--- config.mk ---
export PLATFORM = sky130hd
export DESIGN_NAME = pipe_credit_buffer_flat
export DESIGN_NICKNAME = d
export VERILOG_FILES = /design/src/rtl/pipe_credit_buffer_pkg.sv /design/src/rtl/pipe_credit_buffer_if.sv /design/src/rtl/pipe_credit_buffer_sync_fifo.sv /design/src/rtl/pipe_credit_buffer.sv /design/src/flat_wrapper.sv
export SDC_FILE = /design/constraint.sdc
export NUM_CORES = 1
export LEC_CHECK = 0
export CAP_MARGIN = 20
export CORE_ASPECT_RATIO = 0.5
export CORE_UTILIZATION = 40
export CTS_BUF_LIST = sky130_fd_sc_hd__clkbuf_8 sky130_fd_sc_hd__clkbuf_16
export CTS_CLUSTER_SIZE = 12
export DETAILED_ROUTE_END_ITERATION = 6
export PLACE_DENSITY = 0.57
export SLEW_MARGIN = 5
export SYNTH_ARGS = -nofsm -noshare
export SYNTH_HDL_FRONTEND = slang
export SYNTH_HIERARCHICAL = 1
export SYNTH_SLANG_ARGS = --single-unit
--- constraint.sdc ---
create_clock -name clk -period 5.5 [get_ports clk]
set_input_delay 0.55 -clock clk [delete_from_list [all_inputs] [get_ports clk]]
set_output_delay 0.55 -clock clk [all_outputs]
set_load 0.03 [all_outputs]
--- src/rtl/pipe_credit_buffer_pkg.sv ---
// Shared defaults for the credit-controlled result buffer slice.
package pipe_credit_buffer_pkg;

    localparam int unsigned DEF_WIDTH   = 32;
    localparam int unsigned DEF_DEPTH   = 8;
    localparam int unsigned DEF_LATENCY = 4;

endpackage

--- src/rtl/pipe_credit_buffer_if.sv ---
// Issue, pipeline-result and consumer handshakes of the credit buffer.
interface pipe_credit_buffer_if #(
    parameter int unsigned WIDTH = 32
);
    logic             issue_valid;
    logic             issue_ready;
    logic             pipe_valid;
    logic [WIDTH-1:0] pipe_data;
    logic             out_valid;
    logic             out_ready;
    logic [WIDTH-1:0] out_data;

    modport master (
        output issue_valid, pipe_valid, pipe_data, out_ready,
        input  issue_ready, out_valid, out_data
    );

    modport slave (
        input  issue_valid, pipe_valid, pipe_data, out_ready,
        output issue_ready, out_valid, out_data
    );
endinterface

--- src/rtl/pipe_credit_buffer_sync_fifo.sv ---
// Result storage: circular buffer with wrapping pointers and occupancy count.
module sync_fifo
    import pipe_credit_buffer_pkg::*;
#(
    parameter int unsigned WIDTH = DEF_WIDTH,
    parameter int unsigned DEPTH = DEF_DEPTH
) (
    input  logic                         clk,
    input  logic                         rst,
    input  logic                         push,
    input  logic [WIDTH-1:0]             push_data,
    input  logic                         pop,
    output logic [WIDTH-1:0]             pop_data,
    output logic                         full,
    output logic                         empty,
    output logic [$clog2(DEPTH+1)-1:0]   count
);
    localparam int unsigned CNT_W = $clog2(DEPTH + 1);
    localparam int unsigned PTR_W = $clog2(DEPTH);
    localparam logic [PTR_W-1:0] PTR_LAST = PTR_W'(DEPTH - 1);

    logic [WIDTH-1:0] mem [DEPTH];
    logic [PTR_W-1:0] wr_ptr;
    logic [PTR_W-1:0] rd_ptr;
    logic [PTR_W-1:0] wr_ptr_nxt;
    logic [PTR_W-1:0] rd_ptr_nxt;
    logic             wr_en;
    logic             rd_en;

    always_comb begin
        full       = (count == CNT_W'(DEPTH));
        empty      = (count == '0);
        rd_en      = pop && !empty;
        wr_en      = push && (!full || rd_en);
        wr_ptr_nxt = (wr_ptr == PTR_LAST) ? '0 : wr_ptr + PTR_W'(1);
        rd_ptr_nxt = (rd_ptr == PTR_LAST) ? '0 : rd_ptr + PTR_W'(1);
        // Storage is not reset, so the head is masked whenever nothing is valid.
        pop_data   = empty ? '0 : mem[rd_ptr];
    end

    always_ff @(posedge clk or posedge rst) begin
        if (rst) begin
            wr_ptr <= '0;
            rd_ptr <= '0;
            count  <= '0;
        end else begin
            if (wr_en) begin
                wr_ptr <= wr_ptr_nxt;
            end
            if (rd_en) begin
                rd_ptr <= rd_ptr_nxt;
            end
            case ({wr_en, rd_en})
                2'b10:   count <= count + CNT_W'(1);
                2'b01:   count <= count - CNT_W'(1);
                default: count <= count;
            endcase
        end
    end

    always_ff @(posedge clk) begin
        if (wr_en) begin
            mem[wr_ptr] <= push_data;
        end
    end

endmodule

--- src/rtl/pipe_credit_buffer.sv ---
// Credit gate in front of a fixed-latency, non-stalling pipeline, with a
// result buffer that absorbs every result the credits allowed to launch.
module pipe_credit_buffer
    import pipe_credit_buffer_pkg::*;
#(
    parameter int unsigned WIDTH   = DEF_WIDTH,
    parameter int unsigned DEPTH   = DEF_DEPTH,
    parameter int unsigned LATENCY = DEF_LATENCY
) (
    input  logic                         clk,
    input  logic                         rst,
    pipe_credit_buffer_if.slave          bus,
    output logic [$clog2(DEPTH+1)-1:0]   credits_used,
    output logic                         err
);
    localparam int unsigned CNT_W = $clog2(DEPTH + 1);

    if (DEPTH < 2 || LATENCY < 1) begin : g_bad_params
        $error("pipe_credit_buffer: DEPTH must be >= 2 and LATENCY >= 1");
    end

    logic             issue_fire;
    logic             pop;
    logic             push;
    logic             accept;
    logic             inflight_nz;
    logic             full;
    logic             empty;
    logic [CNT_W-1:0] occupancy;
    logic [WIDTH-1:0] head_data;

    always_comb begin
        bus.issue_ready = (credits_used < CNT_W'(DEPTH)) && !rst;
        bus.out_valid   = !empty;
        bus.out_data    = head_data;
        issue_fire      = bus.issue_valid && bus.issue_ready;
        pop             = !empty && bus.out_ready;
        inflight_nz     = (credits_used > occupancy);
        // A full buffer takes a result only into the slot its same-cycle pop
        // frees; otherwise a result is legal only while one is still owed.
        accept          = full ? pop : inflight_nz;
        push            = bus.pipe_valid && accept;
    end

    sync_fifo #(
        .WIDTH (WIDTH),
        .DEPTH (DEPTH)
    ) u_fifo (
        .clk       (clk),
        .rst       (rst),
        .push      (push),
        .push_data (bus.pipe_data),
        .pop       (pop),
        .pop_data  (head_data),
        .full      (full),
        .empty     (empty),
        .count     (occupancy)
    );

    always_ff @(posedge clk or posedge rst) begin
        if (rst) begin
            credits_used <= '0;
        end else begin
            case ({issue_fire, pop})
                2'b10:   credits_used <= credits_used + CNT_W'(1);
                2'b01:   credits_used <= credits_used - CNT_W'(1);
                default: credits_used <= credits_used;
            endcase
        end
    end

    always_ff @(posedge clk or posedge rst) begin
        if (rst) begin
            err <= 1'b0;
        end else if (bus.pipe_valid && !accept) begin
            err <= 1'b1;
        end
    end

endmodule

--- src/flat_wrapper.sv ---
// flat-port wrapper written by rule: the top's interface ports become plain ports
module pipe_credit_buffer_flat import pipe_credit_buffer_pkg::*;
#(
    parameter int unsigned WIDTH   = DEF_WIDTH,
    parameter int unsigned DEPTH   = DEF_DEPTH,
    parameter int unsigned LATENCY = DEF_LATENCY
)
  (clk, rst, credits_used, err, bus_issue_valid, bus_pipe_valid, bus_pipe_data, bus_out_ready, bus_issue_ready, bus_out_valid, bus_out_data);
  pipe_credit_buffer_if #(.WIDTH(WIDTH)) bus_i ();
  input  logic clk;
  input  logic rst;
  output logic [$clog2(DEPTH+1)-1:0] credits_used;
  output logic err;
  input wire logic [$bits(bus_i.issue_valid)-1:0] bus_issue_valid;
  input wire logic [$bits(bus_i.pipe_valid)-1:0] bus_pipe_valid;
  input wire logic [$bits(bus_i.pipe_data)-1:0] bus_pipe_data;
  input wire logic [$bits(bus_i.out_ready)-1:0] bus_out_ready;
  output wire logic [$bits(bus_i.issue_ready)-1:0] bus_issue_ready;
  output wire logic [$bits(bus_i.out_valid)-1:0] bus_out_valid;
  output wire logic [$bits(bus_i.out_data)-1:0] bus_out_data;
  assign bus_i.issue_valid = bus_issue_valid;
  assign bus_i.pipe_valid = bus_pipe_valid;
  assign bus_i.pipe_data = bus_pipe_data;
  assign bus_i.out_ready = bus_out_ready;
  assign bus_issue_ready = bus_i.issue_ready;
  assign bus_out_valid = bus_i.out_valid;
  assign bus_out_data = bus_i.out_data;
  pipe_credit_buffer #(.WIDTH(WIDTH), .DEPTH(DEPTH), .LATENCY(LATENCY)) u_core (.clk(clk), .rst(rst), .bus(bus_i), .credits_used(credits_used), .err(err));
endmodule
* Word level (Yosys, flattened, before mapping)
Memories as Yosys holds them, arrays and structs flattened. Index checks and enable logic that the tools add are counted.
Storage, ports and cells: bits in registers 15, latch bits 0, RAM bits 256, bits in read-only memories 0, input bits 37, output and inout port bits 39, memories kept 1
Memory list:
- u_core.u_fifo.mem | words 8, width 32, rd ports 1, clocked after Yosys merged registers in 0, wr ports 1, RTL line pipe_credit_buffer_sync_fifo.sv:22 | logic [WIDTH-1:0] mem [DEPTH];
Cells by class: add/sub/neg operators 6, multiply operators 0, divide/modulo/power cells 0, $lt $le $gt $ge 2, eq/ne operators 7, shift operators 0, muxes and demuxes 8, bitwise gates (word level) 0, reductions and logical operators 15
Operator list (count):
- 32-bit 2-to-1 mux | 1
- 4-bit one-hot mux with 2 select lines | 2
- 4-bit by 1-bit adder with 4-bit output, second input constant | 2
- 4-bit by 1-bit subtractor with 4-bit output, second input constant | 2
- 1-bit logical AND | 7
- 3-bit by 1-bit adder with 3-bit output, second input constant | 2
- 3-bit equality test, second input constant | 2
- 3-bit 2-to-1 mux | 2
- 2-bit by 1-bit equality test with 1-bit output, second input constant | 2
- 2-bit equality test, second input constant | 2
- 4-bit equality test, second input constant | 1
- 4-bit greater-than comparator | 1
- 1-bit logical NOT | 4
- 4-bit logical NOT | 1
- 4-bit less-than comparator, second input constant | 1
- 2-bit nonzero test | 2
- 1-bit 2-to-1 mux | 3
- 1-bit logical OR | 1

* Longest topological paths before layout
depth in word-level cells 8, gate-level depth with buffers 14, gate-level depth less buffers 13

* Modules after synthesis
The synthesis kept the hierarchy.
Modules (own cells, without submodules):
- sync_fifo | instances 1, cells each 475, area an instance 10351.2 um2, sequential area each 7937.6 um2
- pipe_credit_buffer | instances 1, cells each 43, area an instance 415.4 um2, sequential area each 125.1 um2

* Least setup slack after synthesis
No wires, ideal clock.
kind register to register, from reg u_core.u_fifo.count[1], to mem u_core.u_fifo.mem[0][0], enable pin, setup time 501 ps, data arrival time 4965 ps, data required time 4999 ps, path slack 34 ps, stages on the path, launching flop included 10, path buffers 2, cells stage by stage dfrtp_1 -> or3_1 -> nor2_1 -> buf_2 -> nor2b_1 -> nand2_1 -> a21boi_0 -> clkbuf_2 -> o21ai_2 -> nor4_1
On the way: cells in the longest elaborated chain, start to end 8, elaborated cells on any way between the ends 13, those cells by class 1 x order compare; 1 x eq/ne; 3 x mux; 8 x reduce/logical
Ends and longest elaborated chain:
- from (decl) | RTL line pipe_credit_buffer_sync_fifo.sv:16 | output logic [$clog2(DEPTH+1)-1:0] count
- from (signal assigned) | RTL line pipe_credit_buffer_sync_fifo.sv:54 | 2'b10: count <= count + CNT_W'(1);
- from (signal assigned) | RTL line pipe_credit_buffer_sync_fifo.sv:55 | 2'b01: count <= count - CNT_W'(1);
- from (signal assigned) | RTL line pipe_credit_buffer_sync_fifo.sv:56 | default: count <= count;
- 4-bit logical NOT | RTL line pipe_credit_buffer_sync_fifo.sv:32 | empty = (count == '0);
- net u_core.empty | RTL line pipe_credit_buffer.sv:28 | logic empty;
- 1-bit logical NOT | RTL line pipe_credit_buffer.sv:37 | pop = !empty && bus.out_ready;
- 1-bit logical AND | RTL line pipe_credit_buffer.sv:37
- net u_core.pop | RTL line pipe_credit_buffer.sv:23 | logic pop;
- 1-bit 2-to-1 mux | RTL line pipe_credit_buffer.sv:41 | accept = full ? pop : inflight_nz;
- 1-bit logical AND | RTL line pipe_credit_buffer.sv:42 | push = bus.pipe_valid && accept;
- net u_core.push | RTL line pipe_credit_buffer.sv:24 | logic push;
- 1-bit logical AND | RTL line pipe_credit_buffer_sync_fifo.sv:34 | wr_en = push && (!full || rd_en);
- 1-bit 2-to-1 mux | RTL line pipe_credit_buffer_sync_fifo.sv:62 | if (wr_en) begin
- 1-bit 2-to-1 mux (implied by the code) | RTL line pipe_credit_buffer_sync_fifo.sv:63 | mem[wr_ptr] <= push_data;
- to (decl) | RTL line pipe_credit_buffer_sync_fifo.sv:22
The timed path passes the listed nets, and every way through them passes these cells.

* Final worst setup path
from reg u_core.u_fifo.rd_ptr[0], to out bus_out_data[16]
On the way: cells in the longest elaborated chain, start to end 2
Ends and longest elaborated chain:
- from (decl) | RTL line pipe_credit_buffer_sync_fifo.sv:24 | logic [PTR_W-1:0] rd_ptr;
- from (signal assigned) | RTL line pipe_credit_buffer_sync_fifo.sv:51 | rd_ptr <= rd_ptr_nxt;
- memory 8 x 32 bit
- 32-bit 2-to-1 mux | RTL line pipe_credit_buffer_sync_fifo.sv:38 | pop_data = empty ? '0 : mem[rd_ptr];
- to (decl) | RTL line flat_wrapper.sv:20 | output wire logic [$bits(bus_i.out_data)-1:0] bus_out_data;
Every way passes these cells.

==> impl_metrics.json <==
{
  "antenna_found_initial": 0,
  "start_util": 0.407,
  "die_area_um2": 27600,
  "ctsLongestPathBuffers": 3,
  "drt-wirelength-per-cell_um": 21.4,
  "grt_first_pass_wirelength_um": 32300,
  "synth_top_area_share": 0.714,
  "finalInstanceArea_um2": 12900,
  "switching_share": 0.339,
  "relSlewSlack": 0.338,
  "die_h_um": 118,
  "synth_most_common_cell": "edfxtp_1",
  "synth_ff_type": "edfxtp_1",
  "rows": 42,
  "synth_area_leaders": "edfxtp_1, mux4_2, dfrtp_1, mux2i_1, ha_1",
  "timing.rr.start": "u_core/u_fifo/count[0]$_DFFE_PP0P_",
  "cp-endpoint": "bus_out_data[16]",
  "criticalPathCategory": "flop to primary output",
  "switchingPower_mw": 2.43,
  "internal_power_mw": 4.72,
  "fp.dieW_um": 234,
  "fill_cells": 2170,
  "async_flop_share": 0.0554,
  "dr_total_vias": 5154,
  "cts.reportedPaths.clkPinSlew_ns": 0.06,
  "avgSynthCellArea_um2": 20.8,
  "portBuffers": 75,
  "finalSetupTns_ns": 0,
  "ctsResizeCount": 0,
  "synth_cell_types": 43,
  "ir_drop_mv": 0.275,
  "num_io_pins": 76,
  "drt_iter0_markers": 367,
  "setup_ws_ns": 1.54,
  "post_cts_buffers": 0,
  "fin_nets": 670,
  "r2r_cells": 15,
  "syn_area_um2": 10800,
  "worst_setup_path_start_kind": "flop",
  "pwr-share-comb": 0.371,
  "ant_nets": 0,
  "arrival_ns": 3.41,
  "core_area_um2": 26400,
  "hpwl_um": 12600,
  "cts_buffers": 27,
  "pre_cts_slack_ns": 1.91,
  "seqPwrFrac": 0.398,
  "maxCapViolCount": 0,
  "h-tree-depth": 1,
  "endpoint_kind": "primary output",
  "synth_nets": 569,
  "hold_viol": 0,
  "timing.final.crit_share": 0.720,
  "placed_area_um2": 12100,
  "power_density_nw_per_um2": 555,
  "grt_max_degree": 49,
  "hp-class": "input pin to async pin",
  "dr.pass1.iters": 7,
  "violations": "DRC",
  "area_delta_synth_final_pct": 19.7,
  "drcViolationCount": 4,
  "placed_cells": 942,
  "setup_viol": 0,
  "holdBufCountCts": 0,
  "yosys_warnings": 6,
  "yosys.area.top_type": "edfxtp_1",
  "yosys_register_bits": 271,
  "grt_pass1_vias": 5348,
  "status": "finished, violations left",
  "cts-root-buf": "clkbuf_16",
  "rrSetupSlack_ns": 1.91,
  "instances_no_fill": 975,
  "clk_latency_ns": 0.55,
  "rr_endpoint": "u_core/u_fifo/count[3]$_DFFE_PP0P_",
  "drt-total-wl_um": 20900,
  "yosysSeqAreaShare": 0.749,
  "cts_tree": "yes",
  "max_freq_ghz": 0.253,
  "drive_gt1_frac": 0.217,
  "synth_edf_count": 256,
  "slew_violations": 0,
  "path_max_fanout": 48,
  "grt_setup_unrepaired": "no",
  "synth_cells": 518,
  "globalRouteOverflowTotal": 0,
  "grt_use_total": 0.157,
  "skew_ns": 0.0181,
  "tightest_slew_ns": 0.992,
  "synth_top_cells_by_count": "edfxtp_1, mux4_2, nor2_1, mux2i_1, dfrtp_1",
  "period_minus_slack_ns": 3.96,
  "crit_start": "u_core/u_fifo/rd_ptr[0]$_DFFE_PP0N_",
  "cts_sinks": 271,
  "avgViaCountPerCell": 5.29,
  "antennaDiodeCount": 0,
  "clkPwrFrac": 0.231,
  "place.gp.congestion": 0.735,
  "leakage_nw": 4.28,
  "critical_path_required_ns": 4.95
}
logic make-up after synthesis:
| family | synth area share |
|---|---|
| buffers and inverters | 0.0136 |
| muxes | 0.168 |
| AOI/OAI and AO/OA | 0.0152 |
| adders and majority gates | 0.0170 |
| and+or+nand+nor | 0.0303 |
| DFF | 0.749 |
| xor gates and xnor gates | 0.00732 |
layer usage:
metal	wire, um	track usage
met1	10100	0.236
met2	9630	0.240
met3	823	0.0269
met4	329	0.0345
met5	0	0
registers in the layout, summed over array words and instances (netlist names):
| register | count |
|---|---|
| u_core/err | 1 |
| u_core/u_fifo/mem | 256 |
| u_core/u_fifo/rd_ptr | 3 |
| u_core/credits_used | 4 |
| u_core/u_fifo/count | 4 |
| u_core/u_fifo/wr_ptr | 3 |
area by class of cell:
type                       count  area, um^2  area share
clock buffer                  27         676      0.0524
clock inverter                 6        72.6     0.00563
inverter                      11        41.3     0.00320
multi-input combinational    214        2610       0.203
sequential                   271        8070       0.626
tap                          352         440      0.0342
timing repair buffer          94         975      0.0756
metrics by stage:
stage | util | power (mW) | hold WS [ns]
2_1_floorplan | - | 4.60 | 0.329
3_3_place_gp | 0.456 | 5.56 | 0.461
3_5_place_dp | 0.459 | 5.59 | 0.463
4_1_cts | 0.488 | 7.26 | 0.300
5_1_grt | 0.488 | 7.50 | 0.316
6_report | 0.488 | 7.15 | 0.299
cells in the final DEF (no fill, tap or decap), types with 2 or more instances in the layout:
master and count:
buf_16 2, xnor2_1 4, nor2_4 4, inv_1 13, dfrtp_1 12, nand2_1 10, mux2_2 2, xor2_1 5
clkdlybuf4s50_1 75, edfxtp_1 256, nand3b_1 2, mux2i_1 33, a21oi_1 3, nor2b_1 2, buf_4 13, clkbuf_16 27
nor2_1 36, nor3_1 2, ha_1 13, mux4_2 64, o21ai_0 3, dfrtp_2 2, buf_12 3, a21o_1 3
nor3_2 4, nand2b_1 4
worst min-delay path by stage:
| stage | to | cells after the start | slack (ns) | from |
|---|---|---|---|---|
| finish | u_core/err$_DFFE_PP0P_ | 2 | 0.30 | rst |
| global route | u_core/err$_DFFE_PP0P_ | 2 | 0.32 | rst |
| CTS | u_core/err$_DFFE_PP0P_ | 2 | 0.30 | rst |
| detailed placement | u_core/err$_DFFE_PP0P_ | 1 | 0.46 | u_core/err$_DFFE_PP0P_ |
| global placement | u_core/err$_DFFE_PP0P_ | 1 | 0.46 | u_core/err$_DFFE_PP0P_ |
| floorplan | u_core/credits_used[0]$_DFFE_PP0P_ | 1 | 0.33 | rst |
worst max-delay path: stages, from the launching register on:
cell and delay (ns):
dfrtp_4 1.08, buf_4 0.41, mux4_2 0.53, mux2i_1 0.17
nor2_1 0.05, clkdlybuf4s50_1 0.61
power by group through the flow:
| stage | Clock, mW | Sequential, mW | Combinational, mW |
|---|---|---|---|
| after floorplan | 0 | 2.71 | 1.88 |
| after global placement | 0 | 2.89 | 2.67 |
| after detailed placement | 0 | 2.90 | 2.69 |
| after CTS | 1.69 | 2.86 | 2.70 |
| after global routing | 1.77 | 2.90 | 2.83 |
| final | 1.65 | 2.85 | 2.65 |
No activity file was read; power rests on OpenSTA's default activity.
==> variant 1, RTL diff (same settings) <==
Make the reset (`rst`) synchronous in 3 clocked blocks.
--- a/src/rtl/pipe_credit_buffer_sync_fifo.sv
+++ b/src/rtl/pipe_credit_buffer_sync_fifo.sv
@@ -38,7 +38,7 @@
         pop_data   = empty ? '0 : mem[rd_ptr];
     end
 
-    always_ff @(posedge clk or posedge rst) begin
+    always_ff @(posedge clk) begin
         if (rst) begin
             wr_ptr <= '0;
             rd_ptr <= '0;
--- a/src/rtl/pipe_credit_buffer.sv
+++ b/src/rtl/pipe_credit_buffer.sv
@@ -57,7 +57,7 @@
         .count     (occupancy)
     );
 
-    always_ff @(posedge clk or posedge rst) begin
+    always_ff @(posedge clk) begin
         if (rst) begin
             credits_used <= '0;
         end else begin
@@ -69,7 +69,7 @@
         end
     end
 
-    always_ff @(posedge clk or posedge rst) begin
+    always_ff @(posedge clk) begin
         if (rst) begin
             err <= 1'b0;
         end else if (bus.pipe_valid && !accept) begin
Behaviour: differs if rst is asserted again (counterexample within 4 cycles, from zero or initial values and one cycle with rst high); with rst held inactive, the same outputs for 4 cycles.
==> variant 1 against the original RTL <==
Cell area grew 0.16%. First-iteration DRC count shrank 2.2%. Cell count grew 2.6%. Die area grew 0.65%. Clock skew shrank 0.0091 ns. Via count grew 2.2%. Worst setup slack gained 0.18 ns. Area after synthesis grew 0.66%. Critical path type unchanged. Non-clock buffer count shrank 1. Sequential cell count grew 3. Wire length shrank 0.98%.
Power is not compared: it rests on default switching activity, and its combinational part moved more than twofold at a synthesized area within 25%.
==> variant 1: results (changes against the original RTL) <==
[min_path]
hp-class=reg2reg

[clock_tree]
cts_root_buffer=clkbuf_16
cts-buffers-inserted=27  ; unchanged
cts_resized=0  ; unchanged
worst_skew_pair.late_latency_ns=0.52  ; -0.03 ns

[place]
place.gp.congestion=0.662  ; -9.9%
detailedPlacementHpwl_um=11700  ; -7.2%
pre_cts_ws_ns=1.90  ; -0.0127 ns

[yosys]
synth_async_sr_flop_share_pct=0  ; -5.5 points
syn-num-nets=591  ; +3.9%
leading_post_synthesis_cells_by_cell_area=edfxtp_1 71%, mux4_2 13%, mux2i_1 3.4%
ys_dominant_reg_cell=edfxtp_1
synth_common_cells=256 x edfxtp_1, 64 x mux4_2, 43 x nor2_1
yosysSeqAreaShare_pct=74.3  ; -0.63 points

[grt]
first_pass_grt_wire_length_um=32100  ; -0.66%
gr-usage-met3_pct=2.10  ; -0.59 points
first_global_vias=5436  ; +1.6%
grt_use_met1_pct=22.0  ; -1.6 points
grt_usage_pct=15.2  ; -0.50 points
grt_start_max_net_pins=65  ; +33%
met2_usage_pct=24.7  ; +0.64 points

[critical_path]
cp_max_fo=33  ; -31%
setup.reg_to_reg.worst_slack_ns=2.07  ; +0.16 ns
crit_arrival_ns=3.23  ; -0.18 ns

[sta]
fin_worst_hold_slack_ns=0.473  ; +0.174 ns
worst_margin_slew_ns=0.952  ; -0.0406 ns
fmax_mhz=264  ; +4.6%
finClkSkew_ns=0.00900  ; -0.00908 ns

[routing]
wl_cell_um=20.7  ; -3.5%
routed-via-count=5267  ; +2.2%
drt_pre_antenna_iters=5  ; -2
route.detailed.drc=0  ; -4
drt_iter0_markers=359  ; -2.2%

[finish]
num_antenna_cells=0  ; unchanged
nNetsFinal=688  ; +2.7%
fillers=2168  ; -0.092%

[run_status]
outcome=complete, no violations

variant 1: cell types whose count changed in the layout (fill, tap and decap cells not counted), sizes merged, moves of 3 or more:
| cell | unedited run | this run |
|---|---|---|
| dfxtp | 0 | 18 |
| a21oi | 4 | 10 |
| dfrtp | 15 | 0 |
| nor2b | 2 | 5 |
| a211oi | 0 | 3 |
| or3 | 1 | 5 |
| inv | 15 | 19 |
| a21o | 3 | 0 |
| nor2 | 40 | 44 |
| mux2i | 33 | 37 |
variant 1: final cells by class:
cell class                      count  area (µm²)  share of cell area, %
Multi-Input combinational cell    232        2710                   21.0
Clock buffer                       28         689                   5.34
Inverter                            9        33.8                  0.262
Clock inverter                     12        75.1                  0.582
Sequential cell                   274        8050                   62.4
Tap cell                          352         440                   3.41
Timing Repair Buffer               93         911                   7.06
variant 1: final timing paths:
kind / cells after the start / to / start
setup reg to reg: 10 / u_core/u_fifo/mem[3][9] / u_core/u_fifo/count[0]
setup / recovery: 5 / bus_out_data[30] / register
hold / removal: 2 / register / u_core/u_fifo/rd_ptr[1]
hold reg to reg: 2 / register / u_core/u_fifo/rd_ptr[1]
variant 1: worst max-delay path: stages (launching register included):
cell	delay [ns]
dfxtp_2	0.94
buf_4	0.48
mux4_2	0.37
mux2i_1	0.21
nor2_1	0.06
clkdlybuf4s50_1	0.61
variant 1: cell families (layout without fill, tap and decap cells):
group	count (synthesis)	in the layout	synth area share, %
DFF	274	274	74.3
muxes	102	102	16.9
and+or+nand+nor	84	84	3.65
buffers and inverters	34	142	1.36
AOI/OAI and AO/OA	26	26	1.71
adders and majority gates	14	14	1.69
xor gates and xnor gates	6	6	0.485
variant 1: power by group:
part           internal [mW]  switching, mW  leakage (nW)
logic                  0.531          0.777          1.14
clock network          0.933          0.711         0.407
registers               2.48         0.0662          2.45
variant 1: through the flow:
stage,area [µm²],utilization (%),instances
global route,12900,48.6,1000
floorplan,10800,-,540
finish,12900,48.6,1000
detailed placement,12100,45.8,960
CTS,12900,48.6,1000
global placement,12100,45.8,960
variant 1: layer usage:
metal	vias to the layer above	share of wire, %	routed length (µm)
met1	2783	48	9950
met4	0	2.0	404
li1	2373	-	-
met5	-	0	0
met3	36	2.8	589
met2	75	47	9740
==> variant 2, RTL diff (config.mk and constraints unchanged) <==
Made on the original files. Set the package constant `DEF_DEPTH` to 4 (it was 8).
--- a/src/rtl/pipe_credit_buffer_pkg.sv
+++ b/src/rtl/pipe_credit_buffer_pkg.sv
@@ -2,7 +2,7 @@
 package pipe_credit_buffer_pkg;
 
     localparam int unsigned DEF_WIDTH   = 32;
-    localparam int unsigned DEF_DEPTH   = 8;
+    localparam int unsigned DEF_DEPTH   = 4;
     localparam int unsigned DEF_LATENCY = 4;
 
 endpackage
Ports: changed (resized credits_used); port bits go from 76 to 75. The function was not compared with the original's and may differ.
==> variant 2 against the original RTL <==
Count of clock-buffer cells in the layout shrank 10. Area after synthesis is 48% lower. Sequential cell count down 132. Sequential power fell by 45%. Worst setup slack better by 0.53 ns. Clock power decreased by 36%. Wire length shrank 53%. Cell area down 45%. Total power fell by 38%. Critical endpoint is now bus_out_data[4].
==> variant 2: results (changes against the original RTL) <==
[run_status]
outcome=complete, no violations

[clock_tree]
worst_skew_pair.late_latency_ns=0.41  ; -0.14 ns
cts_max_level=4  ; +3
cts_max_path_buffers=2  ; -1
cts-buffers-inserted=17  ; -37%

[routing]
drt_pre_antenna_iters=4  ; -3
finalWirelength_um=9730  ; -53%
post_drt_via_cell_ratio=4.76  ; -10%
drt_iter0_markers=135  ; -63%

[power_and_ir_drop]
sw_frac_of_total_pct=35.3  ; +1.4 points
ir_drop_mv=0.269  ; -2.4%
leakagePower_nw=2.42  ; -43%

[place]
port_buffers=74  ; -1.3%
detailedPlacementHpwl_um=5960  ; -53%
place.gp.congestion=0.730  ; -0.59%

[yosys]
yosysSeqAreaShare_pct=73.5  ; -1.4 points
yosys.cell_types.count=28  ; -35%
synth_enable_flop_cells=128  ; -50%
synth_async_sr_flop_share_pct=7.91  ; +2.4 points
synthXorXnorAreaFrac_pct=0.938  ; +0.21 points
synth.area.mux_share_pct=14.2  ; -2.6 points
synth_compound_area_share_pct=0.960  ; -0.56 points
synth_common_cells=128 x edfxtp_1, 34 x nor2b_1, 32 x mux4_2
syn-num-nets=324  ; -43%
leading_post_synthesis_cells_by_cell_area=edfxtp_1 69%, mux4_2 13%, dfrtp_1 4.9%
adder_and_majority_cell_fraction_of_the_synthesized_area_pct=2.95  ; +1.3 points

[grt]
grt_start_max_net_pins=35  ; -29%
first_global_vias=2912  ; -46%
grt_usage_pct=14.9  ; -0.82 points
first_pass_grt_wire_length_um=15500  ; -52%

[sta]
max_slew_margin_pct=39.4  ; +5.6 points
finClkSkew_ns=0.0105  ; -0.00759 ns

[finish]
nNetsFinal=408  ; -39%
largest_regs=u_core/u_fifo/mem (128), u_core/credits_used (3), u_core/u_fifo/count (3)
post_route_cells_drive_above_1_share_pct=21.0  ; -0.70 points

[critical_path]
cp_max_fo=22  ; -54%
crit_arrival_ns=2.87  ; -0.54 ns

variant 2: cell types whose count changed after synthesis, moves of 4 or more:
cell / change
mux2i_1: -31
clkbuf_1: -6
nand2_1: -8
nor3_1: -6
mux4_2: -32
and2_2: +4
dfrtp_1: -4
nand2b_1: -4
nor2b_1: +32
inv_1: +4
nor2_1: -35
edfxtp_1: -128
variant 2: stage by stage:
step / hold slack, ns / instance area, µm² / cells / power (mW) / setup WS (ns)
2_1_floorplan: 0.316 / 5600 / 275 / 2.76 / 2.88
3_3_place_gp: 0.480 / 6540 / 532 / 3.36 / 2.37
3_5_place_dp: 0.498 / 6540 / 532 / 3.39 / 2.27
4_1_cts: 0.393 / 7100 / 564 / 4.46 / 1.98
5_1_grt: 0.413 / 7100 / 564 / 4.62 / 1.84
6_report: 0.402 / 7100 / 564 / 4.40 / 2.08
variant 2: final cells by class:
class | count | area, µm²
Fill cell | 1087 | 6530
Inverter | 15 | 56.3
Sequential cell | 139 | 4120
Tap cell | 192 | 240
Clock buffer | 17 | 425
Multi-Input combinational cell | 110 | 1370
Timing Repair Buffer | 76 | 756
Clock inverter | 15 | 130
variant 2: cell families (layout without fill, tap and decap cells):
| logic type | count (synthesis) | in the layout |
|---|---|---|
| AO/OA/AOI/OAI | 6 | 6 |
| adder cells (fa/ha/maj) | 12 | 12 |
| buffers and inverters | 26 | 123 |
| AND/OR/NAND/NOR | 48 | 48 |
| flip-flops | 139 | 139 |
| XOR/XNOR | 6 | 6 |
| multiplexers | 38 | 38 |
variant 2: critical path, stage by stage (launching register included):
cell and delay [ns]:
dfrtp_2 0.62, buf_4 0.48, mux4_2 0.54, nor2b_1 0.16, clkdlybuf4s50_1 0.64
variant 2: final timing paths:
| check | slack [ns] | cells after the start | end | start |
|---|---|---|---|---|
| setup / recovery | 2.08 | 4 | bus_out_data[4] | u_core/u_fifo/rd_ptr[0] |
| hold / removal | 0.40 | 2 | u_core/credits_used[0] | rst |
| setup reg to reg | 2.35 | 13 | u_core/u_fifo/count[2] | u_core/u_fifo/count[0] |
| hold reg to reg | 0.51 | 1 | u_core/err | u_core/err |
| max in group asynchronous | 4.80 | 2 | u_core/u_fifo/rd_ptr[1] | rst |
| min in group clk | 0.51 | 1 | u_core/err | u_core/err |
variant 2: power by group through the flow:
stage	combinational [mW]	clock [mW]	sequential [mW]
after floorplan	1.25	0	1.51
after global placement	1.78	0	1.58
after detailed placement	1.80	0	1.60
after CTS	1.80	1.08	1.58
after global routing	1.90	1.13	1.60
final	1.77	1.05	1.57
variant 2: per-layer routing:
layer | vias to the layer above | global-route usage (%) | routed length (µm)
met3 | 12 | 5.12 | 349
met4 | 0 | 5.65 | 108
li1 | 1240 | - | -
met5 | - | 0 | 0
met2 | 53 | 24.1 | 4780
met1 | 1377 | 18.7 | 4480
